===== config.mk =====
export PLATFORM = sky130hd
export DESIGN_NAME = srl_tap_aligner
export DESIGN_NICKNAME = d
export VERILOG_FILES = /design/src/rtl/srl_tap_aligner.sv
export SDC_FILE = /design/constraint.sdc
export NUM_CORES = 1
export LEC_CHECK = 0
export CORE_UTILIZATION = 48
export DETAILED_ROUTE_END_ITERATION = 12
export GPL_ROUTABILITY_DRIVEN = 1
export PLACE_DENSITY = 0.79
export RECOVER_POWER = 25
export SYNTH_ARGS = -nofsm -noshare
export SYNTH_HDL_FRONTEND = slang
export SYNTH_SLANG_ARGS = --single-unit

===== constraint.sdc =====
create_clock -name clk -period 1.99 [get_ports clk]
set_input_delay 0.2985 -clock clk [delete_from_list [all_inputs] [get_ports clk]]
set_output_delay 0.2985 -clock clk [all_outputs]
set_load 0.02 [all_outputs]

===== src/rtl/srl_tap_aligner.sv =====
// Tap-search controller for a variable-tap SRL delay line: sweeps sel upward until the
// delayed word tracks the reference stream for LOCK_CNT beats. Optional macro TAP_TRACK_EN.
module srl_tap_aligner #(
    parameter int N          = 32,
    parameter int W          = 8,
    parameter int SETTLE_CYC = 2,
    parameter int LOCK_CNT   = 16,
    parameter int LOSS_CNT   = 4
) (
    input  logic                 clk,
    input  logic                 rst_n,
    input  logic                 start,
    input  logic                 valid_in,
    input  logic [W-1:0]         dly_dout,
    input  logic [W-1:0]         ref_din,
    output logic [$clog2(N)-1:0] sel,
    output logic                 busy,
    output logic                 locked,
    output logic                 fail
);

    localparam int SEL_W = $clog2(N);
    localparam int ST_W  = $clog2(SETTLE_CYC + 1);
    localparam int GD_W  = $clog2(LOCK_CNT + 1);

    localparam logic [SEL_W-1:0] SEL_LAST    = SEL_W'(N - 1);
    localparam logic [ST_W-1:0]  SETTLE_LAST = ST_W'(SETTLE_CYC - 1);
    localparam logic [GD_W-1:0]  GOOD_LAST   = GD_W'(LOCK_CNT - 1);

    typedef enum logic [2:0] {
        ST_IDLE,
        ST_SETTLE,
        ST_CHECK,
        ST_LOCKED,
        ST_FAIL
    } state_t;

    state_t            state, state_nxt;
    logic [SEL_W-1:0]  sel_nxt;
    logic [ST_W-1:0]   settle_cnt, settle_cnt_nxt;
    logic [GD_W-1:0]   good_cnt, good_cnt_nxt;
    logic              match;

    assign match = (dly_dout == ref_din);

`ifdef TAP_TRACK_EN
    localparam int LS_W = $clog2(LOSS_CNT + 1);
    localparam logic [LS_W-1:0] LOSS_LAST = LS_W'(LOSS_CNT - 1);
    logic [LS_W-1:0] loss_cnt, loss_cnt_nxt;
`endif

    always_ff @(posedge clk or negedge rst_n) begin
        if (!rst_n) begin
            state      <= ST_IDLE;
            sel        <= '0;
            settle_cnt <= '0;
            good_cnt   <= '0;
`ifdef TAP_TRACK_EN
            loss_cnt   <= '0;
`endif
        end else begin
            state      <= state_nxt;
            sel        <= sel_nxt;
            settle_cnt <= settle_cnt_nxt;
            good_cnt   <= good_cnt_nxt;
`ifdef TAP_TRACK_EN
            loss_cnt   <= loss_cnt_nxt;
`endif
        end
    end

    always_comb begin
        state_nxt      = state;
        sel_nxt        = sel;
        settle_cnt_nxt = settle_cnt;
        good_cnt_nxt   = good_cnt;
`ifdef TAP_TRACK_EN
        loss_cnt_nxt   = loss_cnt;
`endif
        case (state)
            ST_SETTLE: begin
                // Settle beats let the SRL output reflect the newly selected tap.
                if (valid_in) begin
                    if (settle_cnt == SETTLE_LAST) begin
                        settle_cnt_nxt = '0;
                        state_nxt      = ST_CHECK;
                    end else begin
                        settle_cnt_nxt = settle_cnt + ST_W'(1);
                    end
                end
            end
            ST_CHECK: begin
                if (valid_in && match) begin
                    if (good_cnt == GOOD_LAST) begin
                        good_cnt_nxt = '0;
                        state_nxt    = ST_LOCKED;
                    end else begin
                        good_cnt_nxt = good_cnt + GD_W'(1);
                    end
                end else if (valid_in) begin
                    good_cnt_nxt = '0;
                    if (sel == SEL_LAST) begin
                        state_nxt = ST_FAIL;
                    end else begin
                        sel_nxt   = sel + SEL_W'(1);
                        state_nxt = ST_SETTLE;
                    end
                end
            end
            default: begin
                if (start) begin
                    state_nxt      = ST_SETTLE;
                    sel_nxt        = '0;
                    settle_cnt_nxt = '0;
                    good_cnt_nxt   = '0;
`ifdef TAP_TRACK_EN
                    loss_cnt_nxt   = '0;
                end else if (state == ST_LOCKED && valid_in) begin
                    // A run of valid mismatches means the line drifted; rescan from tap 0.
                    if (match) begin
                        loss_cnt_nxt = '0;
                    end else if (loss_cnt == LOSS_LAST) begin
                        loss_cnt_nxt   = '0;
                        state_nxt      = ST_SETTLE;
                        sel_nxt        = '0;
                        settle_cnt_nxt = '0;
                        good_cnt_nxt   = '0;
                    end else begin
                        loss_cnt_nxt = loss_cnt + LS_W'(1);
                    end
`endif
                end
            end
        endcase
    end

    assign busy   = (state == ST_SETTLE) || (state == ST_CHECK);
    assign locked = (state == ST_LOCKED);
    assign fail   = (state == ST_FAIL);

endmodule


==> impl_metrics.tcl <==
set metrics [dict create \
    placement_rows 16 \
    yosysWarnings 0 \
    worst_hold_path_type "in2async" \
    mean_syn_cell_area_sq_um 9.41 \
    main_combinational_cell_family_by_area_after_synthesis "simple AND/OR/NAND/NOR gates" \
    dpl.hpwl_mm 1.85 \
    post-route-min-period_ns 1.91 \
    numCtsBuffers 3 \
    synth_top_area_share_pct 35.0 \
    finalPower_mw 1.38 \
    area_delta_synth_final_pct 36.8 \
    grt_start_max_net_pins 17 \
    initial_core_util_pct 53.0 \
    dpl-instance-area_sq_um 1410 \
    ir_worst_vdd_uv 625 \
    crit_path_max_incr_delay_ns 0.62 \
    share_of_layout_cells_above_drive_strength_1_pct 20.3 \
    timing.critical_path.from_type "flop" \
    worstSetupPathType "reg2out" \
    insertion_delay_ns 0.29 \
    whs_ns 0.510 \
    final_common_cell "sky130_fd_sc_hd__clkdlybuf4s50_1" \
    clkTransAtPathRegs_ns 0.10 \
    floorplan.die_area_sq_um 2430 \
    avgRoutedWirePerCell_microns 13.4 \
    cts_tree "built" \
    yosys.area_share.simple_pct 28.4 \
    first_pass_iters 4 \
    initial_antenna_violation_count 0 \
    min_period_over_period_pct 95.8 \
    detail_route.iter0.violations 24 \
    post_synth_mux_area_share_pct 1.98 \
    synth.area.top_cells "sky130_fd_sc_hd__dfrtp_1 35%, sky130_fd_sc_hd__xnor2_1 8.2%, sky130_fd_sc_hd__nand2_1 5.6%" \
    outcome "completed" \
    dominantRegCellSynth "sky130_fd_sc_hd__dfrtp_1" \
    postRouteAntennaNets 0 \
    clockRootBuffer "sky130_fd_sc_hd__clkbuf_4" \
    synth_sequential_area_ratio_pct 35.0 \
    timing.max_slew.rel_slack_pct 49.7 \
    dieWidth_microns 49.3 \
    synth_top_area_cell "sky130_fd_sc_hd__dfrtp_1" \
    synthesis.instances 114 \
    endpoint_kind "primary output" \
    sum_of_negative_setup_slack_ns 0 \
    synthXorXnorAreaFrac_pct 8.17 \
    num_io_pins 28 \
    netSwitchingFraction_pct 40.8 \
    wire_length_of_the_first_global_routing_pass_mm 4.25 \
    core_footprint_sq_um 2020 \
    synthesis.nets 137 \
    synth_compound_area_share_pct 19.0 \
    max_cap_viol_count 0 \
    critical_path.max_fanout 8 \
    leading_cell_types_in_the_layout_fill_and_taps_excluded "25 x sky130_fd_sc_hd__clkdlybuf4s50_1, 16 x sky130_fd_sc_hd__nand2_1, 13 x sky130_fd_sc_hd__dfrtp_1" \
    number_of_distinct_standard_cells_referenced_by_the_synthesized_netlist 46 \
    timing.reg2reg.setup_slack_ns 0.09 \
    cts_hold_repair.buffers 0 \
    layout.area.seq_sq_um 378 \
    timing.clock.skew_ns 0.00457 \
    critical_path_buf_inv_count 2 \
    number_of_global_route_vias_before_repair 957 \
    post-route-util_pct 72.5 \
    cpLargestDelayFamily "buffers and inverters" \
    tritoncts_num_sinks 15 \
    gp_routability_congestion 0.801 \
    worst-slew-pin-transition_ns 0.752 \
    comb_power_share_pct 53.9 \
    fin_area_sq_um 1470 \
    clock.fmax_mhz 525 \
    powerDensity_nw_per_um2 940 \
    detailroute.via_count 985 \
    number_of_enable_flip_flop_cells_after_synthesis 0 \
    slew_violations 0 \
    numPortBuffers 27 \
    timing.final.hold_violations 0 \
    power_frac_seq_pct 32.7 \
    synthesis.area_sq_um 1070 \
    crit_path_cell_trace "inv_2 -> nor3_1 -> clkdlybuf4s50_1" \
    multiInputGateArea_sq_um 654 \
    asyncSetResetFlopFracSynth_pct 100 \
    track_usage_pct 22.5 \
    synth.ff_latch_count 15 \
    detail_route.wirelength_mm 2.41 \
    cp_data_required_time_ns 1.69 \
    power.internal_mw 0.816 \
    post-route-drc-count 0 \
    finalSetupViolCount 0 \
    n_antenna_cell 0 \
    cpMaxStageDelayCell "sky130_fd_sc_hd__clkdlybuf4s50_1" \
    cts.htree.levels 1 \
    num-nets-final 177 \
    gr-total-overflow 0 \
    synth-adder-area-share_pct 3.50 \
    net-switching-power_mw 0.562 \
    clockBufferDepth 2 \
    rsz0062_at_grt "false" \
    route.detailed.vias_per_inst 5.47 \
    leakage_nw 0.640 \
    power_frac_clock_pct 13.4 \
    worst_ep_arrival_time_ns 1.61 \
    die_ht_microns 49.3 \
    fill_cells 158 \
]
stage by stage:
stage / setup slack [ns] / cells
2_1_floorplan: 0.181 / 114
3_3_place_gp: 0.0493 / 172
3_5_place_dp: 0.0266 / 172
4_1_cts: 0.0195 / 176
5_1_grt: 0.00202 / 180
6_report: 0.0836 / 180
sequential cells by signal, indices dropped and copies added (netlist names):
name and flops:
sel 5, good_cnt 5, state 3, settle_cnt 2
what timing repair did:
action / in CTS / in global routing
buffers inserted: 0 / 4
hold endpoints to repair: 0 / 0
endpoints found under the setup margin: 3 / 3
resized for setup: 1 / 2
logic make-up (layout without fill, tap and decap cells):
logic type,count (synthesis),count (layout)
AOI/OAI and AO/OA,26,26
xor gates and xnor gates,10,10
adders and majority gates,3,3
buffers and inverters,7,46
DFF,15,15
muxes,2,2
and+or+nand+nor,51,51
metal layers:
metal | vias to the layer above | global-route usage [%] | wire length, microns
li1 | 497 | - | -
met1 | 454 | 29.4 | 1130
met2 | 32 | 38.6 | 1170
met3 | 2 | 3.12 | 86
met4 | 0 | 5.88 | 19
met5 | - | 0 | 0
worst paths after layout:
kind,depth (start not counted),startpoint,endpoint
worst min-delay path,1,rst_n,settle_cnt[1]$_DFFE_PN0P_
worst min register to register,2,settle_cnt[1]$_DFFE_PN0P_,settle_cnt[1]$_DFFE_PN0P_
worst max-delay path,3,state[2]$_DFFE_PN0P_,fail
min in group clk,2,settle_cnt[1]$_DFFE_PN0P_,settle_cnt[1]$_DFFE_PN0P_
max in group asynchronous,1,rst_n,state[1]$_DFFE_PN0P_
worst max register to register,7,sel[0]$_DFFE_PN0P_,sel[3]$_DFFE_PN0P_
cells in the mapped netlist, types with 3 or more instances:
library cell and number:
sky130_fd_sc_hd__xnor2_1 10, sky130_fd_sc_hd__ha_1 3, sky130_fd_sc_hd__dfrtp_1 15, sky130_fd_sc_hd__o21ai_1 3
sky130_fd_sc_hd__nand2_1 16, sky130_fd_sc_hd__nor2_1 8, sky130_fd_sc_hd__o21ai_0 3, sky130_fd_sc_hd__a21oi_1 3
sky130_fd_sc_hd__and3_1 3, sky130_fd_sc_hd__nand3_1 7
area by class of cell:
cell class,count,area share [%]
clock buffer,4,1.79
sequential,15,25.8
tap,27,2.30
timing repair buffer,39,24.7
multi-input combinational,92,44.6
inverter,3,0.768
power by group through the flow:
| stage | registers [mW] | logic, mW | clock network, mW |
|---|---|---|---|
| 3_3_place_gp | 0.456 | 0.679 | 0 |
| 3_5_place_dp | 0.458 | 0.697 | 0 |
| 6_report | 0.451 | 0.743 | 0.184 |
| 4_1_cts | 0.456 | 0.701 | 0.187 |
| 5_1_grt | 0.462 | 0.807 | 0.197 |
| 2_1_floorplan | 0.440 | 0.471 | 0 |
(Power assumes the default switching activity.)
